[src/rtl/cell_fetch_pipe.sv]
// ----------------------------------------------------------------------------
// cell_fetch_pipe
//
// Upstream stage of the tile/sprite renderer. Converts the VGA scan position
// into board cell coordinates with incremental sub-pixel/cell counters (no
// divide by CELL_PX), fetches the apparent cell state from the board RAM and
// presents it together with a delayed copy of the scan position.
//
// Pipeline (all state advances only on pix_en):
//   stage 0  update counters, register rd_addr = {y_cell, x_cell}, scan
//            position and the in-grid flag of the sampled pixel.
//   stage 1  on the next pix_en, capture rd_data with the stage-0 coords,
//            hCount/vCount and in_grid. A pixel sampled on one pix_en pulse
//            is therefore visible on the outputs after the following pulse.
//
// Ports
//   masterclk       system clock, rising edge
//   rst_n           asynchronous active-low reset
//   pix_en          one-cycle pixel strobe, pulses at least 2 cycles apart
//   hCount/vCount   scan column/row, valid with pix_en
//   rd_addr         board RAM address {y_cell, x_cell}
//   rd_data         board RAM apparent state, valid one cycle after rd_addr
//   hCount_o/_o     scan position aligned with the cell outputs
//   x_coord/y_coord cell column/row of the output pixel
//   cell_apparent   apparent state (10000 cover, 10001 flag, 0xxxx count,
//                   11111 mine)
//   in_grid         output pixel is inside the grid and counters are synced;
//                   when low, x_coord/y_coord/cell_apparent hold stale values
//
// Build option
//   CELL_SUB_OUT_EN adds x_sub_o/y_sub_o, the pixel offset inside the cell,
//                   aligned with x_coord/y_coord. Without it the sub counters
//                   stay internal.
// ----------------------------------------------------------------------------
module cell_fetch_pipe #(
  parameter int unsigned GRID_X0 = 224,
  parameter int unsigned GRID_Y0 = 36,
  parameter int unsigned CELL_PX = 30,
  parameter int unsigned COLS    = 16,
  parameter int unsigned ROWS    = 16
) (
  input  logic       masterclk,
  input  logic       rst_n,
  input  logic       pix_en,
  input  logic [9:0] hCount,
  input  logic [9:0] vCount,
  output logic [7:0] rd_addr,
  input  logic [4:0] rd_data,
  output logic [9:0] hCount_o,
  output logic [9:0] vCount_o,
  output logic [3:0] x_coord,
  output logic [3:0] y_coord,
  output logic [4:0] cell_apparent,
  output logic       in_grid
`ifdef CELL_SUB_OUT_EN
  ,
  output logic [4:0] x_sub_o,
  output logic [4:0] y_sub_o
`endif
);

  localparam int unsigned XEnd = GRID_X0 + COLS * CELL_PX;
  localparam int unsigned YEnd = GRID_Y0 + ROWS * CELL_PX;

  localparam logic [9:0] X0        = 10'(GRID_X0);
  localparam logic [9:0] Y0        = 10'(GRID_Y0);
  localparam logic [9:0] XLim      = 10'(XEnd);
  localparam logic [9:0] YLim      = 10'(YEnd);
  localparam logic [4:0] SubLast   = 5'(CELL_PX - 1);
  localparam logic [3:0] XCellLast = 4'(COLS - 1);
  localparam logic [3:0] YCellLast = 4'(ROWS - 1);

  // Geometry must fit the 10-bit scan counters and the fixed port widths.
  if (XEnd > 1023) begin : g_bad_x_extent
    $error("cell_fetch_pipe: GRID_X0 + COLS*CELL_PX exceeds 1023");
  end
  if (YEnd > 1023) begin : g_bad_y_extent
    $error("cell_fetch_pipe: GRID_Y0 + ROWS*CELL_PX exceeds 1023");
  end
  if (COLS > 16 || ROWS > 16 || CELL_PX > 32 || CELL_PX < 1) begin : g_bad_geometry
    $error("cell_fetch_pipe: COLS/ROWS must be <= 16 and CELL_PX in 1..32");
  end

  // --------------------------------------------------------------------------
  // Stage 0: scan decode and incremental counters
  // --------------------------------------------------------------------------
  logic       h_in;
  logic       v_in;
  logic       line_start;
  logic       frame_start;
  logic       pix_in_grid;

  logic [4:0] x_sub_q, x_sub_d;
  logic [3:0] x_cell_q, x_cell_d;
  logic [4:0] y_sub_q, y_sub_d;
  logic [3:0] y_cell_q, y_cell_d;
  logic       sync_q, sync_d;

  logic [7:0] rd_addr_q;
  logic [9:0] s0_h_q;
  logic [9:0] s0_v_q;
  logic       s0_in_q;

  always_comb begin
    h_in        = (hCount >= X0) && (hCount < XLim);
    v_in        = (vCount >= Y0) && (vCount < YLim);
    line_start  = (hCount == X0);
    frame_start = line_start && (vCount == Y0);
  end

  // Horizontal counters. Line start wins over a coincident sub wrap.
  always_comb begin
    x_sub_d  = x_sub_q;
    x_cell_d = x_cell_q;
    if (line_start) begin
      x_sub_d  = '0;
      x_cell_d = '0;
    end else if (h_in) begin
      if (x_sub_q != SubLast) begin
        x_sub_d = x_sub_q + 5'd1;
      end else if (x_cell_q != XCellLast) begin
        x_sub_d  = '0;
        x_cell_d = x_cell_q + 4'd1;
      end
      // Last pixel of the last column: hold rather than wrap.
    end
  end

  // Vertical counters step once per line, at the line-start pixel.
  always_comb begin
    y_sub_d  = y_sub_q;
    y_cell_d = y_cell_q;
    if (frame_start) begin
      y_sub_d  = '0;
      y_cell_d = '0;
    end else if (line_start && v_in) begin
      if (y_sub_q != SubLast) begin
        y_sub_d = y_sub_q + 5'd1;
      end else if (y_cell_q != YCellLast) begin
        y_sub_d  = '0;
        y_cell_d = y_cell_q + 4'd1;
      end
    end
  end

  // Counters are only trusted once a frame origin has been seen since reset.
  always_comb begin
    sync_d      = sync_q | frame_start;
    pix_in_grid = h_in & v_in & sync_d;
  end

  always_ff @(posedge masterclk or negedge rst_n) begin
    if (!rst_n) begin
      x_sub_q   <= '0;
      x_cell_q  <= '0;
      y_sub_q   <= '0;
      y_cell_q  <= '0;
      sync_q    <= 1'b0;
      rd_addr_q <= '0;
      s0_h_q    <= '0;
      s0_v_q    <= '0;
      s0_in_q   <= 1'b0;
    end else if (pix_en) begin
      x_sub_q   <= x_sub_d;
      x_cell_q  <= x_cell_d;
      y_sub_q   <= y_sub_d;
      y_cell_q  <= y_cell_d;
      sync_q    <= sync_d;
      rd_addr_q <= {y_cell_d, x_cell_d};
      s0_h_q    <= hCount;
      s0_v_q    <= vCount;
      s0_in_q   <= pix_in_grid;
    end
  end

  assign rd_addr = rd_addr_q;

  // --------------------------------------------------------------------------
  // Stage 1: capture RAM data alongside the stage-0 pixel
  // --------------------------------------------------------------------------
  logic [9:0] h_out_q;
  logic [9:0] v_out_q;
  logic [3:0] x_coord_q;
  logic [3:0] y_coord_q;
  logic [4:0] apparent_q;
  logic       in_grid_q;

  always_ff @(posedge masterclk or negedge rst_n) begin
    if (!rst_n) begin
      h_out_q    <= '0;
      v_out_q    <= '0;
      x_coord_q  <= '0;
      y_coord_q  <= '0;
      apparent_q <= '0;
      in_grid_q  <= 1'b0;
    end else if (pix_en) begin
      h_out_q   <= s0_h_q;
      v_out_q   <= s0_v_q;
      in_grid_q <= s0_in_q;
      // Cell data only moves for in-grid pixels; otherwise keep the last one.
      if (s0_in_q) begin
        x_coord_q  <= rd_addr_q[3:0];
        y_coord_q  <= rd_addr_q[7:4];
        apparent_q <= rd_data;
      end
    end
  end

  assign hCount_o      = h_out_q;
  assign vCount_o      = v_out_q;
  assign x_coord       = x_coord_q;
  assign y_coord       = y_coord_q;
  assign cell_apparent = apparent_q;
  assign in_grid       = in_grid_q;

`ifdef CELL_SUB_OUT_EN
  // Sub offsets follow the same hold rule as x_coord/y_coord.
  logic [4:0] x_sub_out_q;
  logic [4:0] y_sub_out_q;

  always_ff @(posedge masterclk or negedge rst_n) begin
    if (!rst_n) begin
      x_sub_out_q <= '0;
      y_sub_out_q <= '0;
    end else if (pix_en && s0_in_q) begin
      x_sub_out_q <= x_sub_q;
      y_sub_out_q <= y_sub_q;
    end
  end

  assign x_sub_o = x_sub_out_q;
  assign y_sub_o = y_sub_out_q;
`endif

endmodule

[config.mk]
export PLATFORM = sky130hd
export DESIGN_NAME = cell_fetch_pipe
export DESIGN_NICKNAME = d
export VERILOG_FILES = /design/src/rtl/cell_fetch_pipe.sv
export SDC_FILE = /design/constraint.sdc
export NUM_CORES = 1
export LEC_CHECK = 0
export CORE_MARGIN = 8
export CORE_UTILIZATION = 40
export CTS_CLUSTER_DIAMETER = 100
export DETAILED_ROUTE_END_ITERATION = 16
export DONT_BUFFER_PORTS = 1
export GPL_TIMING_DRIVEN = 0
export SYNTH_ARGS = -nofsm -noshare
export SYNTH_HDL_FRONTEND = slang
export SYNTH_SLANG_ARGS = --single-unit
[constraint.sdc]
create_clock -name masterclk -period 4.95 [get_ports masterclk]
set_input_delay 0.495 -clock masterclk [delete_from_list [all_inputs] [get_ports masterclk]]
set_output_delay 0.495 -clock masterclk [all_outputs]
set_load 0.01 [all_outputs]
==> metrics <==
Clk pin slew, worst setup/hold paths around 70 ps; Setup Viol. Count Final 0; Top FF cell, synth dfrtp_1; Fmax ~520 MHz; met2 Use GR 17.45%; Cell variety after synth 51; Detailed Routing Iterations Pass 1 4; CTS tree done; Die Wd 106.7 um; post-CTS resize count 0; post-route ant nets 0; Post-Layout Cell Count 363; number of synthesized flops with an enable pin 0; drt drc 0; Routed wire per std cell 18.25 um; worst-case clock buffer depth 2; Clock Latency Late Sink 340 ps; via count ~2k; Synth async-reset ratio 100.0%; antenna fix cells 0; clk_skew about 7.4 ps; number of primary I/O pins 70; Placed Area 3423 um2; Worst Path Class, Setup reg -> reg; Slew HR 56.73%; Worst Path Max Fanout 8; combinational share of power ~8.6%; Tcrit/Tclk final 38.79%; Syn Inst Count 242; HP Class in -> async; Cell Int Power 1.043 mW; I/O Buffers 0; CTS Hold Bufs 1; Starting Density 40.68%; gp weighted congestion 0.7702; Setup TNS Final 0 ps; Setup Buffers After CTS 0; Static Leakage about 1.6 nW; clock power share between 30 and 40%; status finished clean; WL final between 6000 and 7000 um; CTS buffer count 9; Sw Share 23.69%; die height 106.7 um; full die area between 10000 and 15000 um2; Slew @ Worst Pin 649.0 ps; Req. time, crit path 5180 ps; GR peak layer met2; Sw Pwr between 0.3 and 0.4 mW; Final Critical Period 1920 ps; Final Hold Violating Endpoints 0; maxcap violations 0; Total Routing Usage GR 12.23%; placed cell count 347; RSZ-0062 raised after global routing no; root buf cell clkbuf_8; H-tree levels 3; Worst EP arrival 2150 ps; dpl hpwl 4752 um; antenna violations before repair 0; row count 33; vias per inst 5.515; Yosys reg bits 74; Worst VDD drop 0.1436 mV; synth warn 0; Congestion Overflow GR 0; PD cells 371.8 nW/um2; DR iter-0 viols approximately 90; post-synthesis sequential area ratio between 50% and 60%; P&R area growth vs syn 11.67%; Worst setup EP type flip-flop; Post-Syn Area between 3000 and 4000 um2; vias in the first global route ~2.1k; Avg Cell Area, Syn between 10 and 15 um2; sequential group share of total power 53.0%; syn_nets ~280; max-slew violations 0; final instance area 3676 um2; proportion of layout cells with a drive suffix above 1 33.33%; hold_ws 32.11 ps; GR Util met3 7.379%; Pwr Total 1.367 mW; Critical Path Source Type flip-flop; Nets roughly 290; Core Box Area 8093 um2; largest net degree at the start of global routing 75; met1 global-route usage 14.32%; Num Clock Sinks 74; first-pass GRT wire length 10960 um
## per-layer routing
metal / up-vias / routed length, um
li1: 918 / -
met1: 1012 / 2763
met2: 62 / 2833
met3: 10 / 937
met4: 0 / 92
met5: - / 0
## cell usage after synthesis (all sizes together), types with 2 or more instances
cell type  number  area, um2
nand4b          2      32.53
a211oi          2      32.53
nand3b          3      22.52
a21boi          2      15.01
buf             6      31.27
a21o            3      22.52
nor2            3      11.26
nor3            4      47.54
a21oi           3      15.01
ha              6      75.07
o2111ai         2      17.52
and2            3      18.77
o21ai          15      78.83
nand4          10      62.56
and3            2      17.52
and4            2      20.02
nand2          11      41.29
dfrtp          74       1852
mux2           53      596.8
inv             5      18.77
nand2b          2      12.51
mux2i           2      20.02
nand3           8      45.04
xnor2           3      26.28
## state kept, by name (all words and copies together), names as in the netlist, 5 cells and up
| register | flops |
|---|---|
| hCount_o | 10 |
| cell_apparent | 5 |
| vCount_o | 10 |
| s0_v_q | 10 |
| x_sub_q | 5 |
| s0_h_q | 10 |
| y_sub_q | 5 |
## power groups by stage
stage	Clock, mW	Sequential, mW	Combinational, mW
after global routing	0.566	0.735	0.133
after floorplan	0	0.723	0.0929
after detailed placement	0	0.738	0.106
final	0.526	0.724	0.117
after global placement	0	0.736	0.103
after CTS	0.542	0.726	0.121
## worst max-delay path, cell delays in order (launching register included)
cell and delay, ps:
dfrtp_1 500, ha_1 270, nand3_1 120, nor2b_1 160, o211ai_2 310, nor2_1 160, mux2_2 280
## cell type report
cell class,instances,area (um2)
Multi-Input combinational cell,156,1386
Buffer,7,35.03
Fill cell,769,4417
Clock buffer,11,151.4
Timing Repair Buffer,1,27.53
Sequential cell,74,1852
Inverter,5,18.77
Tap cell,105,131.4
Clock inverter,4,73.82
## through the flow
stage	utilization [%]	setup slack, ps
finish	45.42	3030
global route	45.42	2900
CTS	45.42	3013
detailed placement	42.30	2903
global placement	42.30	2945
floorplan	-	3154
## layout by cell type (no fill, tap or decap), types with 2 or more instances in the layout
master,instances
mux2i_1,2
nand3_1,7
xnor2_1,3
mux2_2,53
a21oi_1,3
o21ai_1,6
clkbuf_8,11
dfrtp_1,74
o21ai_0,8
ha_1,6
nand4_1,10
nand2_1,11
nand2b_1,2
a21boi_1,2
and2_1,3
nand3b_1,3
a21o_1,3
inv_1,5
o2111ai_1,2
bufinv_16,2
buf_1,4
nor3_4,2
nor2_1,3
## path summary, 6_finish.rpt
check	slack (ps)	depth (start not counted)	to	start
max reg2reg	3030	6	x_cell_q[0]	x_cell_q[0]
max in group asynchronous	4610	1	x_sub_q[2]	rst_n
min reg2reg	480	1	sync_q	sync_q
max	3030	6	x_cell_q[0]	x_cell_q[0]
min	30	1	y_cell_q[1]	rst_n
min in group masterclk	300	1	s0_v_q[5]	vCount[5]
## cells by family (layout without fill, tap and decap cells)
group                    Yosys count  after routing  share of synthesized area [%]
XOR/XNOR                           3              3                         0.7983
adder cells (fa/ha/maj)            6              6                          2.280
AND/OR/NAND/NOR                   54             54                          11.59
multiplexers                      55             55                          18.74
flip-flops                        74             74                          56.25
buffers and inverters             12             28                          1.634
AO/OA/AOI/OAI                     38             38                          8.704
Power figures use the tool's default switching activity.
